==> src/rtl/uart_echo_responder.sv <==
// Far-end UART echo device: receives even-parity frames on rx_in, buffers good bytes
// in a small FIFO and replays them on tx_out, all timed by a 16x oversampling tick.
`timescale 1ns/1ps

module uart_echo_responder #(
    parameter int DATA_BITS  = 8,
    parameter int OVS        = 16,
    parameter int FIFO_DEPTH = 4
) (
    input  logic                 clk,
    input  logic                 rst,
    input  logic                 tick_16x,
    input  logic                 rx_in,
    input  logic                 echo_en,
    output logic                 tx_out,
    output logic [DATA_BITS-1:0] rx_data,
    output logic                 rx_valid,
    output logic                 parity_err,
    output logic                 stop_err,
    output logic                 overrun,
    output logic                 fifo_full,
    output logic                 tx_busy
);

    localparam int CW = $clog2(OVS);
    localparam int BW = $clog2(DATA_BITS);
    localparam int AW = $clog2(FIFO_DEPTH);

    localparam logic [CW-1:0] CNT_HALF = CW'(OVS / 2 - 1);
    localparam logic [CW-1:0] CNT_LAST = CW'(OVS - 1);
    localparam logic [BW-1:0] BIT_LAST = BW'(DATA_BITS - 1);

    typedef enum logic [2:0] {
        S_IDLE,
        S_START,
        S_DATA,
        S_PARITY,
        S_STOP
    } state_e;

    logic                 rx_meta_q, rx_sync_q;
    state_e               rx_state_q;
    logic [CW-1:0]        rx_cnt_q;
    logic [BW-1:0]        rx_bit_q;
    logic [DATA_BITS-1:0] rx_shift_q;
    logic                 rx_par_q;
    logic [DATA_BITS-1:0] rx_data_q;
    logic                 rx_valid_q, parity_err_q, stop_err_q, overrun_q;

    state_e               tx_state_q;
    logic [CW-1:0]        tx_cnt_q;
    logic [BW-1:0]        tx_bit_q;
    logic [DATA_BITS-1:0] tx_shift_q;
    logic                 tx_par_q;
    logic                 tx_out_q, tx_busy_q;

    logic [AW:0]          wr_ptr_q, rd_ptr_q;
    logic [DATA_BITS-1:0] fifo_mem [FIFO_DEPTH];
    logic                 fifo_empty, fifo_is_full, fifo_push, fifo_pop;
    logic [DATA_BITS-1:0] pop_data;
    logic                 rx_stop_sample, rx_good;

    // NOTE: sequential state always uses non-blocking assignments so every flop sees pre-edge values.
    always_ff @(posedge clk or negedge rst) begin
        if (!rst) begin
            rx_meta_q <= 1'b1;
            rx_sync_q <= 1'b1;
        end else begin
            rx_meta_q <= rx_in;
            rx_sync_q <= rx_meta_q;
        end
    end

    assign fifo_empty   = (wr_ptr_q == rd_ptr_q);
    assign fifo_is_full = (wr_ptr_q[AW] != rd_ptr_q[AW]) &&
                          (wr_ptr_q[AW-1:0] == rd_ptr_q[AW-1:0]);
    assign pop_data     = fifo_mem[rd_ptr_q[AW-1:0]];

    assign rx_stop_sample = tick_16x && (rx_state_q == S_STOP) && (rx_cnt_q == CNT_LAST);
    assign rx_good        = !(^{rx_shift_q, rx_par_q}) && rx_sync_q;
    assign fifo_pop       = tick_16x && (tx_state_q == S_IDLE) && echo_en && !fifo_empty;
    // A pop in the same clk frees the slot, so a full FIFO can still accept the byte.
    assign fifo_push      = rx_stop_sample && rx_good && (!fifo_is_full || fifo_pop);

    always_ff @(posedge clk or negedge rst) begin
        if (!rst) begin
            rx_state_q   <= S_IDLE;
            rx_cnt_q     <= '0;
            rx_bit_q     <= '0;
            rx_shift_q   <= '0;
            rx_par_q     <= 1'b0;
            rx_data_q    <= '0;
            rx_valid_q   <= 1'b0;
            parity_err_q <= 1'b0;
            stop_err_q   <= 1'b0;
            overrun_q    <= 1'b0;
        end else begin
            rx_valid_q   <= 1'b0;
            parity_err_q <= 1'b0;
            stop_err_q   <= 1'b0;
            overrun_q    <= 1'b0;
            if (tick_16x) begin
                case (rx_state_q)
                    S_IDLE: begin
                        if (!rx_sync_q) begin
                            rx_state_q <= S_START;
                            rx_cnt_q   <= '0;
                        end
                    end
                    S_START: begin
                        if (rx_cnt_q == CNT_HALF) begin
                            rx_cnt_q   <= '0;
                            rx_bit_q   <= '0;
                            rx_state_q <= rx_sync_q ? S_IDLE : S_DATA;
                        end else begin
                            rx_cnt_q <= rx_cnt_q + 1'b1;
                        end
                    end
                    S_DATA: begin
                        if (rx_cnt_q == CNT_LAST) begin
                            rx_cnt_q   <= '0;
                            rx_shift_q <= {rx_sync_q, rx_shift_q[DATA_BITS-1:1]};
                            rx_bit_q   <= rx_bit_q + 1'b1;
                            if (rx_bit_q == BIT_LAST) rx_state_q <= S_PARITY;
                        end else begin
                            rx_cnt_q <= rx_cnt_q + 1'b1;
                        end
                    end
                    S_PARITY: begin
                        if (rx_cnt_q == CNT_LAST) begin
                            rx_cnt_q   <= '0;
                            rx_par_q   <= rx_sync_q;
                            rx_state_q <= S_STOP;
                        end else begin
                            rx_cnt_q <= rx_cnt_q + 1'b1;
                        end
                    end
                    S_STOP: begin
                        if (rx_cnt_q == CNT_LAST) begin
                            rx_cnt_q     <= '0;
                            rx_state_q   <= S_IDLE;
                            parity_err_q <= ^{rx_shift_q, rx_par_q};
                            stop_err_q   <= !rx_sync_q;
                            if (rx_good) begin
                                rx_data_q  <= rx_shift_q;
                                rx_valid_q <= 1'b1;
                                overrun_q  <= !fifo_push;
                            end
                        end else begin
                            rx_cnt_q <= rx_cnt_q + 1'b1;
                        end
                    end
                    default: rx_state_q <= S_IDLE;
                endcase
            end
        end
    end

    // NOTE: the storage array has no reset; emptiness is defined by the pointers alone.
    always_ff @(posedge clk) begin
        if (fifo_push) fifo_mem[wr_ptr_q[AW-1:0]] <= rx_shift_q;
    end

    always_ff @(posedge clk or negedge rst) begin
        if (!rst) begin
            wr_ptr_q <= '0;
            rd_ptr_q <= '0;
        end else begin
            if (fifo_push) wr_ptr_q <= wr_ptr_q + 1'b1;
            if (fifo_pop)  rd_ptr_q <= rd_ptr_q + 1'b1;
        end
    end

    always_ff @(posedge clk or negedge rst) begin
        if (!rst) begin
            tx_state_q <= S_IDLE;
            tx_cnt_q   <= '0;
            tx_bit_q   <= '0;
            tx_shift_q <= '0;
            tx_par_q   <= 1'b0;
            tx_out_q   <= 1'b1;
            tx_busy_q  <= 1'b0;
        end else if (tick_16x) begin
            case (tx_state_q)
                S_IDLE: begin
                    if (fifo_pop) begin
                        tx_shift_q <= pop_data;
                        tx_par_q   <= ^pop_data;
                        tx_out_q   <= 1'b0;
                        tx_busy_q  <= 1'b1;
                        tx_cnt_q   <= '0;
                        tx_bit_q   <= '0;
                        tx_state_q <= S_START;
                    end
                end
                S_START: begin
                    if (tx_cnt_q == CNT_LAST) begin
                        tx_cnt_q   <= '0;
                        tx_out_q   <= tx_shift_q[0];
                        tx_state_q <= S_DATA;
                    end else begin
                        tx_cnt_q <= tx_cnt_q + 1'b1;
                    end
                end
                S_DATA: begin
                    if (tx_cnt_q == CNT_LAST) begin
                        tx_cnt_q <= '0;
                        tx_bit_q <= tx_bit_q + 1'b1;
                        if (tx_bit_q == BIT_LAST) begin
                            tx_out_q   <= tx_par_q;
                            tx_state_q <= S_PARITY;
                        end else begin
                            tx_shift_q <= tx_shift_q >> 1;
                            tx_out_q   <= tx_shift_q[1];
                        end
                    end else begin
                        tx_cnt_q <= tx_cnt_q + 1'b1;
                    end
                end
                S_PARITY: begin
                    if (tx_cnt_q == CNT_LAST) begin
                        tx_cnt_q   <= '0;
                        tx_out_q   <= 1'b1;
                        tx_state_q <= S_STOP;
                    end else begin
                        tx_cnt_q <= tx_cnt_q + 1'b1;
                    end
                end
                S_STOP: begin
                    if (tx_cnt_q == CNT_LAST) begin
                        tx_cnt_q   <= '0;
                        tx_busy_q  <= 1'b0;
                        tx_state_q <= S_IDLE;
                    end else begin
                        tx_cnt_q <= tx_cnt_q + 1'b1;
                    end
                end
                default: tx_state_q <= S_IDLE;
            endcase
        end
    end

    assign tx_out     = tx_out_q;
    assign tx_busy    = tx_busy_q;
    assign rx_data    = rx_data_q;
    assign rx_valid   = rx_valid_q;
    assign parity_err = parity_err_q;
    assign stop_err   = stop_err_q;
    assign overrun    = overrun_q;
    assign fifo_full  = fifo_is_full;

endmodule

==> config.mk <==
export PLATFORM = sky130hd
export DESIGN_NAME = uart_echo_responder
export DESIGN_NICKNAME = d
export VERILOG_FILES = /design/src/rtl/uart_echo_responder.sv
export SDC_FILE = /design/constraint.sdc
export NUM_CORES = 1
export LEC_CHECK = 0
export BUFFER_PORTS_ARGS = -buffer_cell sky130_fd_sc_hd__buf_2
export CELL_PAD_IN_SITES_DETAIL_PLACEMENT = 1
export CELL_PAD_IN_SITES_GLOBAL_PLACEMENT = 2
export CORE_ASPECT_RATIO = 1.75
export CORE_UTILIZATION = 45
export CTS_BUF_LIST = sky130_fd_sc_hd__clkbuf_4 sky130_fd_sc_hd__clkbuf_8
export DETAILED_ROUTE_END_ITERATION = 8
export GPL_ROUTABILITY_DRIVEN = 0
export GPL_TIMING_DRIVEN = 0
export PLACE_DENSITY = 0.87
export REMOVE_ABC_BUFFERS = 1
export SETUP_SLACK_MARGIN = 0.02
export SYNTH_ARGS = -nofsm -noshare
export SYNTH_HDL_FRONTEND = slang
export SYNTH_SLANG_ARGS = --single-unit
==> constraint.sdc <==
create_clock -name clk -period 3 [get_ports clk]
set_input_delay 0.15 -clock clk [delete_from_list [all_inputs] [get_ports clk]]
set_output_delay 0.15 -clock clk [all_outputs]
set_load 0.005 [all_outputs]
# --- After elaboration in Yosys (flattened, before gate mapping) ---
# Memory sizes are Yosys's and may differ from the RTL's.
# Index checks and enable logic that the tools add are counted.
classes:
  n_addsub: 6
  eq_ne: 29
  n_mux: 57
  reduce_logical: 40
ops:
  columns: ["cell", "n"]
  rows:
  - ["two-way mux 3 bit", 16]
  - ["case mux 3 bit (5 select lines)", 2]
  - ["two-way mux 8 bit", 3]
  - ["!= test 2 bit, second input constant", 12]
  - ["two-way mux 1 bit", 23]
  - ["two-way mux 4 bit", 5]
  - ["case mux 8 bit (2 select lines)", 1]
  - ["AND reduction 4 bit", 4]
  - ["AND reduction 3 bit", 5]
  - ["AND reduction 7 bit", 2]
  - ["adder 3 x 1 -> 3 bit, second input constant", 4]
  - ["== test 3 x 2 -> 1 bit, second input constant", 4]
  - ["== test 3 bit, second input constant", 4]
  - ["case mux 3 bit (2 select lines)", 2]
  - ["case mux 4 bit (3 select lines)", 1]
  - ["logical AND 1 bit", 9]
  - ["XOR reduction 9 bit", 1]
  - ["adder 4 x 1 -> 4 bit, second input constant", 2]
  - ["== test 4 bit, second input constant", 2]
  - ["case mux 4 bit (2 select lines)", 1]
  - ["nonzero test 2 bit", 4]
  - ["XOR reduction 8 bit", 1]
  - ["== test 3 x 1 -> 1 bit, second input constant", 2]
  - ["zero test 3 bit", 2]
  - ["other kinds (16)", 20]
totals:
  ff_bits: 60
  ramBits: 32
  in_bits: 5
  n_memories: 1
mem_list:
  columns: ["memory", "words", "word_bits", "rd", "rd_ports_with_merged_regs", "write_ports", "line_no", "rtl"]
  rows:
  - ["fifo_mem", 4, 8, 1, 0, 1, "58", "logic [DATA_BITS-1:0] fifo_mem [FIFO_DEPTH];"]

# --- Longest topological paths before layout ---
# Gate-level depths: netlist (run 1).
logic_depth:
  word_depth: 11
  depth_mapped: 7
  depth_no_buf: 6

# --- Worst setup path after synthesis (run 1) ---
# No wires, ideal clock.
synth_timing:
  kind: "reg2reg"
  startpoint: "reg rx_state_q[1]"
  endpoint: "mem fifo_mem[0][0], enable pin"
  arrival_ns: 1.792
  t_required_ns: 2.629
  slack_ns: 0.838
  stages_incl_launch_ff: 7
  path_buffers: 2
  synth_period_minus_slack_ns: 2.162
  path_cell_list: "dfrtp_1 clkbuf_1 nor2_1 and4_1 clkbuf_1 nand3_1 nor2_1"
synth_via:
  elab_chain_len: 7
synth_rtl:
  columns: ["element", "line_no", "rtl"]
  rows:
  - ["start, declared", "42", "state_e rx_state_q;"]
  - ["start signal, assigned", "114", "rx_state_q <= rx_sync_q ? S_IDLE : S_DATA;"]
  - ["== test 3 bit", "79", "assign rx_stop_sample = tick_16x && (rx_state_q == S_STOP) && (rx_cnt_q == CNT_LAST);"]
  - ["logical AND 1 bit (2 in a row)", "79", null]
  - ["logical AND 1 bit (2 in a row)", "83", "assign fifo_push = rx_stop_sample && rx_good && (!fifo_is_full || fifo_pop);"]
  - ["two-way mux 1 bit", "161", "if (fifo_push) fifo_mem[wr_ptr_q[AW-1:0]] <= rx_shift_q;"]
  - ["two-way mux 1 bit (not written as such)", "161", null]
  - ["end, declared", "58", null]
# Every way passes these cells.

# --- Worst setup path in the final report (run 1) ---
layout_timing:
  startpoint: "reg tx_state_q[2]"
  endpoint: "mem fifo_mem[2][5], enable pin"
layout_via:
  elab_chain_len: 8
layout_rtl:
  columns: ["element", "line_no", "rtl"]
  rows:
  - ["start, declared", "50", "state_e tx_state_q;"]
  - ["start signal, assigned", "176", "tx_state_q <= S_IDLE;"]
  - ["start signal, assigned", "193", "tx_state_q <= S_START;"]
  - ["start signal, assigned", "200", "tx_state_q <= S_DATA;"]
  - ["zero test 3 bit", "81", "assign fifo_pop = tick_16x && (tx_state_q == S_IDLE) && echo_en && !fifo_empty;"]
  - ["logical AND 1 bit (3 in a row)", "81", null]
  - ["logical OR 1 bit", "83", null]
  - ["logical AND 1 bit", "83", null]
  - ["two-way mux 1 bit", "161", null]
  - ["two-way mux 1 bit (not written as such)", "161", null]
# Every way passes these cells.

==> results.toml, run 1 <==
[run_status]
status = "finished, final reports clean"

[power]
power.total_mw = 3.841
powerDensity_nw_per_um2 = 820.5
p_leak_nw = 2.037
ir_worst_vdd_mv = 0.3908

[min_path]
min_path_type = "in -> reg"

[cells_and_area]
finalNetCount = 370
synthToLayoutAreaGrowth_pct = 9.900
fillCellCount = 934
layout_common_cells = "57 x dfrtp_1, 32 x edfxtp_1, 29 x nand2_1"
stdcell_area_um2 = 4681
antenna_cells = 0
layoutNonFillerInstCount = 479
drive_above_1_share_pct = 21.45
final_common_cell = "dfrtp_1"
multiInputGateArea_um2 = 1679
regArea_um2 = 2466

[clock_network]
clock_sink_count = 92
path_clk_slew_ns = 0.10
cts_max_path_buffers = 2
cts-buffers-inserted = 9
cts-root-buf = "clkbuf_8"
clock_latency_ns = 0.36
cts_tree = "built"
cts_max_level = 3

[timing]
setup_violations = 0
setup_slack_ns = 0.1696
finalHoldViolCount = 0
clock.fmax_mhz = 353.3
rsz0062_at_grt = "true"
whs_ns = 0.1587
skew_ns = 0.01405
slew_headroom_pct = 46.62
min_period_ns = 2.830
worst_pin_slew_ns = 0.7977
finalMaxSlewViolations = 0
min_period_over_period_pct = 94.35

[worst_setup_path]
cp_max_fo = 14
end_kind = "flip-flop"
crit_type = "reg -> reg"
max_stage_delay_ns = 0.69
worstPathArrival_ns = 2.82
cp-start-kind = "flip-flop"
cp_slowest_cell = "nor2_1"
crit_chain = "or3_4 -> o21ai_0 -> nand3_1 -> nor2_1"
required_ns = 2.99

[global_routing]
grtUsageTotal_pct = 18.91
grt_pass1_vias = 2737
grt_pass1_wl_mm = 13.61
grt_max_degree = 61
antenna_found_initial = 0
overflow = 0

[drt]
drt_iter0_drc = 53
ant_nets = 0
post_drt_wl_per_cell_um = 17.41
drt-total-wl_mm = 8.339
drt-pass1-iter-count = 4
remaining_drc_errors = 0
viasPerCell = 5.420
route.vias.total = 2596

[synthesis]
synth_flop_cell = "dfrtp_1"
ys_seq_area_share_pct = 57.90
synthDominantCellAreaShare_pct = 33.49
async_flop_share_pct = 65.22
synth.avg_cell_area_um2 = 12.68
ys_warn_count = 0
ys_types = 53
ys_ff_latch = 92
syn_area_um2 = 4259
ys_top_cells_by_area = "dfrtp_1 33%, edfxtp_1 23%, mux2_2 5.3%"
yosysTopAreaCell = "dfrtp_1"
synth_cells = 336
synth_edf_count = 32

[die]
io_pins = 20
die_area_um2 = 9873
die_x_um = 75.54
row_count = 46
core_area_um2 = 9151
start_util_pct = 46.54
die_h_um = 130.7

[run]
drv_cap = 0

[place]
place_area_um2 = 4448
dp_hpwl_mm = 5.942
placedCellCount = 461
pre_cts_slack_ns = 0.1276
port_buffers = 19
==> logic make-up after synthesis <==
group	share of synthesized area (%)
mux	12.37
xor+xnor	5.259
buf+inv	2.879
compound gates	8.167
flops	57.90
simple gates	9.959
fa+ha+maj	3.466
==> registers in the layout, indices dropped and copies added (netlist names), 4 cells and up <==
signal      flops
rx_cnt_q        4
fifo_mem       32
rx_shift_q      8
rx_data         8
tx_shift_q      8
tx_cnt_q        4
==> area by class of cell <==
type,instances,share of cell area [%]
Sequential cell,92,52.69
Timing Repair Buffer,22,2.673
Inverter,14,1.123
Multi-Input combinational cell,215,35.87
Clock buffer,10,2.940
Clock inverter,6,1.497
Tap cell,120,3.208
==> worst max-delay path, delay by kind of cell, from the launching register on <==
| kind | cells | cell delay [ns] |
|---|---|---|
| flip-flops | 1 | 0.55 |
| AO/OA/AOI/OAI | 1 | 0.43 |
| AND/OR/NAND/NOR | 3 | 1.48 |
==> worst paths after layout <==
kind / startpoint / endpoint / slack [ns] / cells after the start
setup / recovery: tx_state_q[2]$_DFFE_PN0P_ / fifo_mem[2][5]$_DFFE_PP_ / 0.17 / 4
hold / removal: tick_16x / rx_cnt_q[2]$_DFFE_PN0P_ / 0.16 / 2
setup reg to reg: tx_state_q[2]$_DFFE_PN0P_ / fifo_mem[2][5]$_DFFE_PP_ / 0.17 / 4
hold reg to reg: rx_meta_q$_DFF_PN1_ / rx_sync_q$_DFF_PN1_ / 0.36 / 0
max in group asynchronous: rst / rx_shift_q[3]$_DFFE_PN0P_ / 2.08 / 2
min in group asynchronous: rst / tx_state_q[1]$_DFFE_PN0P_ / 0.41 / 2
==> stage by stage <==
step | util, % | setup TNS (ns)
detailed placement | 48.61 | 0
global placement | 48.46 | 0
global route | 51.15 | -1.438
finish | 51.15 | 0
floorplan | - | 0
CTS | 50.98 | 0
==> cell usage after synthesis (3+ instances only) <==
master / count
o21ai_1: 3
mux4_2: 8
o21ai_0: 24
nand2_1: 29
dfstp_2: 3
nor2_1: 19
clkbuf_1: 10
a21oi_1: 5
mux2i_1: 11
dfrtp_1: 57
a21o_1: 4
and2_1: 5
xnor2_1: 21
edfxtp_1: 32
ha_1: 11
mux2_2: 20
inv_1: 14
nand2b_1: 5
nand3_1: 10
a22o_1: 4
==> power breakdown <==
group | total (mW) | internal (mW) | leakage (nW) | switching [mW]
clock network | 0.866 | 0.417 | 0.108 | 0.449
registers | 1.76 | 1.49 | 1.10 | 0.271
logic | 1.22 | 0.603 | 0.832 | 0.613
==> per-layer routing <==
metal / track usage [%] / wire [um] / up-vias
met5: 0 / 0 / -
met4: 7.516 / 141 / 0
met3: 3.604 / 161 / 11
met2: 34.56 / 4685 / 28
met1: 20.99 / 3350 / 1336
li1: - / - / 1221
==> repair_timing <==
action | 4_1_cts | 5_1_grt
endpoints found under the hold margin | 1 | 57
gates resized for setup | 0 | 1
setup endpoints to repair | 0 | 24
hold buffers | 1 | 1
setup buffers | 0 | 0
No activity file was read; power rests on OpenSTA's default activity.
==> run 2, diff against run 1 <==
--- a/config.mk
+++ b/config.mk
@@ -14,7 +14,7 @@
 export DETAILED_ROUTE_END_ITERATION = 8
 export GPL_ROUTABILITY_DRIVEN = 0
 export GPL_TIMING_DRIVEN = 0
-export PLACE_DENSITY = 0.87
+export PLACE_DENSITY = 0.83
 export REMOVE_ABC_BUFFERS = 1
 export SETUP_SLACK_MARGIN = 0.02
 export SYNTH_ARGS = -nofsm -noshare
==> results.toml, run 2 (synthesized netlist as in run 1, its figures left out) <==
[power]
ir_worst_vdd_mv = 0.4103
powerDensity_nw_per_um2 = 818.7
p_leak_nw = 2.028

[timing]
setup_violations = 0
finalMaxSlewViolations = 0
slew_headroom_pct = 48.29
min_period_over_period_pct = 88.57
rsz0062_at_grt = "false"
finalHoldViolCount = 0
min_period_ns = 2.657
skew_ns = 0.006685
clock.fmax_mhz = 376.4
worst_pin_slew_ns = 0.7756
finalSetupTns_ns = 0

[min_path]
min_path_cells = 2
min_path_type = "in -> reg"
worstHoldEndpoint = "rx_cnt_q[2]$_DFFE_PN0P_"
min_from = "tick_16x"

[die]
io_pins = 20
core_area_um2 = 9151
row_count = 46
die_area_um2 = 9873
start_util_pct = 46.54
die_x_um = 75.54
die_h_um = 130.7

[clock_network]
cts_max_path_buffers = 2
clock_sink_count = 92
cts_max_level = 3
cts_tree = "built"
cts-root-buf = "clkbuf_8"
cts-buffers-inserted = 9
postCtsSetupRepairBufs = 0
path_clk_slew_ns = 0.09
clock_latency_ns = 0.36

[global_routing]
antenna_found_initial = 0
grt_max_degree = 61
grtUsageTotal_pct = 19.03
grt_pass1_vias = 2792
grt_pass1_wl_mm = 13.63
overflow = 0

[worst_setup_path]
crit_type = "reg -> reg"
cp_max_fo = 14
end_kind = "flip-flop"
required_ns = 3.01
r2r_end = "fifo_mem[2][6]$_DFFE_PP_"
regToRegSetupSlack_ns = 0.34
rr_worst_depth = 4
r2r-start = "tx_state_q[2]$_DFFE_PN0P_"
worstPathArrival_ns = 2.66
cp-start-kind = "flip-flop"

[cells_and_area]
largest_reg_flops = 32
layoutNonFillerInstCount = 479
stdcell_area_um2 = 4684
drive_above_1_share_pct = 22.01
layout_common_cells = "57 x dfrtp_1, 32 x edfxtp_1, 29 x nand2_1"
finalNetCount = 370
antenna_cells = 0
synthToLayoutAreaGrowth_pct = 9.988
final_common_cell = "dfrtp_1"

[drt]
viasPerCell = 5.351
drt-total-wl_mm = 8.179
post_drt_wl_per_cell_um = 17.08
drt-pass1-iter-count = 4
remaining_drc_errors = 0
route.vias.total = 2563
drt_iter0_drc = 82
ant_nets = 0

[place]
placedCellCount = 461
port_buffers = 19
dp_hpwl_mm = 5.905
place_area_um2 = 4448

[run_status]
status = "finished, final reports clean"

[run]
drv_cap = 0
[run 2: cell count changes in the layout (fill, tap and decap cells not counted), sizes merged]
cell      change
clkbuf        -1
clkinv        -1
clkinvlp      +2
[run 2: how the worst max path moves through the flow]
stage	from	to	slack, ns	cells after the start
finish	tx_state_q[2]$_DFFE_PN0P_	fifo_mem[2][6]$_DFFE_PP_	0.34	4
global route	rd_ptr_q[0]$_DFFE_PN0N_	fifo_mem[2][6]$_DFFE_PP_	0.10	5
CTS	rd_ptr_q[0]$_DFFE_PN0N_	fifo_mem[2][6]$_DFFE_PP_	0.07	5
detailed placement	rd_ptr_q[0]$_DFFE_PN0N_	fifo_mem[2][3]$_DFFE_PP_	0.1	5
global placement	rx_cnt_q[0]$_DFFE_PN0P_	rx_shift_q[6]$_DFFE_PN0P_	0.05	4
floorplan	rx_cnt_q[0]$_DFFE_PN0P_	rx_shift_q[0]$_DFFE_PN0P_	0.74	4
[run 2: metrics by stage]
| step | power (mW) | worst slack (ns) | utilization (%) | hold slack (ns) |
|---|---|---|---|---|
| finish | 3.835 | 0.3430 | 51.19 | 0.1312 |
| CTS | 3.888 | 0.07456 | 50.97 | 0.1271 |
| global route | 4.102 | 0.1047 | 51.19 | 0.1299 |
| detailed placement | 3.023 | 0.09755 | 48.61 | 0.2657 |
| global placement | 2.959 | 0.04915 | 48.46 | 0.2549 |
| floorplan | 2.687 | 0.7386 | - | -0.1456 |
[run 2: final cells by class]
class	count	area [um^2]
inverters	14	52.55
fillers	956	4467
multi-input cells	215	1684
clock buffers	9	123.9
clock inverters	7	82.58
flip-flops and latches	92	2466
repair buffers	22	125.1
well taps	120	150.1
[run 2: where the power goes]
part	internal, mW	total [mW]	switching [mW]
Sequential	1.49	1.76	0.275
Clock	0.398	0.863	0.465
Combinational	0.603	1.21	0.607
[run 2: metal layers]
| layer | GRT usage (%) | vias to the layer above | wire length (um) |
|---|---|---|---|
| li1 | - | 1227 | - |
| met1 | 20.55 | 1292 | 3200 |
| met2 | 35.29 | 33 | 4670 |
| met3 | 4.601 | 11 | 164 |
| met4 | 6.318 | 0 | 144 |
| met5 | 0 | - | 0 |
[run 2: repair_timing]
| action | in CTS | in global routing |
|---|---|---|
| hold buffers | 1 | 1 |
| endpoints found under the setup margin | 0 | 24 |
| resized for setup | 0 | 3 |
| endpoints found under the hold margin | 1 | 57 |
[run 2: critical path, stage by stage (launching register included)]
cell	delay, ns
dfrtp_1	0.55
or3_4	0.49
o21ai_0	0.42
nand3_1	0.34
nor2_2	0.50
==> run 3, diff against run 2 <==
--- a/config.mk
+++ b/config.mk
@@ -5,11 +5,12 @@
 export SDC_FILE = /design/constraint.sdc
 export NUM_CORES = 1
 export LEC_CHECK = 0
+export ABC_AREA = 1
 export BUFFER_PORTS_ARGS = -buffer_cell sky130_fd_sc_hd__buf_2
 export CELL_PAD_IN_SITES_DETAIL_PLACEMENT = 1
 export CELL_PAD_IN_SITES_GLOBAL_PLACEMENT = 2
 export CORE_ASPECT_RATIO = 1.75
-export CORE_UTILIZATION = 45
+export CORE_UTILIZATION = 40
 export CTS_BUF_LIST = sky130_fd_sc_hd__clkbuf_4 sky130_fd_sc_hd__clkbuf_8
 export DETAILED_ROUTE_END_ITERATION = 8
 export GPL_ROUTABILITY_DRIVEN = 0
==> results.toml, run 3 <==
[run_status]
status = "finished, final reports clean"

[min_path]
min_path_type = "in -> reg"
min_from = "tick_16x"
min_path_cells = 4
worstHoldEndpoint = "rx_bit_q[0]$_DFFE_PN0P_"

[worst_setup_path]
max_stage_delay_ns = 0.66
cp.buffers_inverters = 1
regToRegSetupSlack_ns = 0.24
worstPathArrival_ns = 2.76
cp_max_fo = 20
crit_type = "reg -> reg"
required_ns = 3.00
r2r_end = "fifo_mem[3][3]$_DFFE_PP_"
end_kind = "flip-flop"
cp_top_family = "simple AND/OR/NAND/NOR gates"
cp-start-kind = "flip-flop"
r2r-start = "rd_ptr_q[0]$_DFFE_PN0N_"
crit_chain = "inv_4 -> nand2_2 -> nand4_1 -> or2_4 -> nand2_4 -> nand2_1 -> nand3_2 -> nor2_1"
cp_slowest_cell = "dfrtp_1"
rr_worst_depth = 8

[synthesis]
synth.avg_cell_area_um2 = 8.749
synth_cells = 518
synth_flop_cell = "dfrtp_1"
synth_simple_gate_area_share_pct = 25.37
synthDominantCellAreaShare_pct = 31.47
yosysTopAreaCell = "dfrtp_1"
ys_warn_count = 0
synth_compound_area_share_pct = 9.939
syn_area_um2 = 4532
async_flop_share_pct = 65.22
synth_edf_count = 32
synth_most_common_cell = "nand2_1"
synth_top_family_by_area = "simple AND/OR/NAND/NOR gates"
ys_top_cells_by_area = "dfrtp_1 31%, edfxtp_1 21%, nand2_1 17%"
ys_types = 34
ys_seq_area_share_pct = 54.42
synthAdderAreaFrac_pct = 3.037
muxShareOfSynthArea_pct = 0
synth_xor_area_share_pct = 0.9663
synth_top_cells_by_count = "202 x nand2_1, 57 x dfrtp_1, 50 x inv_1, 32 x edfxtp_1, 31 x o21ai_0"
ys_ff_latch = 92

[timing]
whs_ns = 0.2096
setup_slack_ns = 0.2388
skew_ns = 0.01209
setup_violations = 0
min_period_over_period_pct = 92.04
min_period_ns = 2.761
finalMaxSlewViolations = 0
finalHoldViolCount = 0
worst_pin_slew_ns = 0.8014
clock.fmax_mhz = 362.2
slew_headroom_pct = 46.57
rsz0062_at_grt = "true"

[power]
p_leak_nw = 2.371
ir_worst_vdd_mv = 0.4195
powerDensity_nw_per_um2 = 798.8

[cells_and_area]
drive_above_1_share_pct = 13.00
layout_common_cells = "202 x nand2_1, 57 x dfrtp_1, 50 x inv_1"
antenna_cells = 0
final_core_util_pct = 44.49
finalNetCount = 557
final_common_cell = "nand2_1"
largest_reg_flops = 32
synthToLayoutAreaGrowth_pct = 9.001

[clock_network]
cts-root-buf = "clkbuf_8"
clock_latency_ns = 0.37
cts_max_path_buffers = 2
clock_sink_count = 92
cts_resized = 0
postCtsSetupRepairBufs = 0
cts_tree = "built"
cts_max_level = 3
cts-buffers-inserted = 9
path_clk_slew_ns = 0.10

[place]
pre_cts_slack_ns = 0.2121
port_buffers = 19
dp_hpwl_mm = 7.520

[drt]
post_drt_wl_per_cell_um = 14.60
remaining_drc_errors = 0
route.vias.total = 3439
drt-total-wl_mm = 9.901
ant_nets = 0
viasPerCell = 5.072
drt_iter0_drc = 84
drt-pass1-iter-count = 4

[run]
drv_cap = 0

[global_routing]
grtUsageTotal_pct = 19.38
grt_max_degree = 61
grt_pass1_vias = 3732
antenna_found_initial = 0
overflow = 0
grt_pass1_wl_mm = 16.95

[die]
die_x_um = 82.46
die_area_um2 = 11780
io_pins = 20
row_count = 51
die_h_um = 142.8
core_area_um2 = 11100
start_util_pct = 40.82
## run 3: cell count changes in the layout (fill, tap and decap cells not counted), moves of 11 or more
cell     delta
mux2_2     -20
inv_1      +36
nand3_1    +19
o21ai_2    +16
mux2i_1    -11
xnor2_1    -20
nand2_1   +173
## run 3: power breakdown
group	total, mW	internal [mW]	switching (mW)
sequential	1.68	1.47	0.213
clock	0.814	0.330	0.484
combinational	1.45	0.485	0.963
## run 3: metrics by stage
step                      cells  power, mW  cell area, um^2  setup TNS (ns)
after floorplan             508      2.765             4453               0
after global placement      659      3.104             4713               0
after detailed placement    660      3.191             4732               0
after CTS                   678      4.019             4940               0
after global routing        678      4.290             4940        -0.04002
final                       678      3.946             4940               0
## run 3: routing by layer
layer	vias up	GRT usage, %	routed length [um]	part of all wire (%)
met5	-	0	0	0
met3	15	3.706	171	1.7
met1	1688	18.27	3624	37
met4	0	7.387	176	1.8
li1	1709	-	-	-
met2	27	38.63	5928	60
## run 3: cell families after synthesis
logic type / count (synthesis)
flops: 92
simple gates: 275
buf+inv: 64
compound gates: 71
xor+xnor: 5
fa+ha+maj: 11
## run 3: worst max-delay path by stage
stage | cells after the start | from | end
2_1_floorplan | 9 | rx_cnt_q[0]$_DFFE_PN0P_ | rx_bit_q[1]$_DFFE_PN0P_
3_3_place_gp | 9 | rx_cnt_q[0]$_DFFE_PN0P_ | rx_bit_q[1]$_DFFE_PN0P_
3_5_place_dp | 8 | rd_ptr_q[0]$_DFFE_PN0N_ | fifo_mem[3][5]$_DFFE_PP_
4_1_cts | 8 | rd_ptr_q[0]$_DFFE_PN0N_ | fifo_mem[3][2]$_DFFE_PP_
5_1_grt | 8 | rd_ptr_q[1]$_DFFE_PN0N_ | fifo_mem[1][2]$_DFFE_PP_
6_report | 8 | rd_ptr_q[0]$_DFFE_PN0N_ | fifo_mem[3][3]$_DFFE_PP_
## run 3: cell type report
type                       count  area (um^2)
multi-input combinational    362         1787
sequential                    92         2466
inverter                      54        205.2
fill                        1359         6163
timing repair buffer          22        128.9
tap                          132        165.2
clock buffer                  10        131.4
clock inverter                 6        56.30
## run 3: worst min-delay path, delay by kind of cell
family / cells / cell delay, ns
buffers and inverters: 1 / 0.14
AND/OR/NAND/NOR: 2 / 0.18
AO/OA/AOI/OAI: 1 / 0.06
## run 3: repair_timing
action	4_1_cts	5_1_grt
hold buffers	2	0
setup endpoints to repair	0	16
endpoints found under the hold margin	58	0
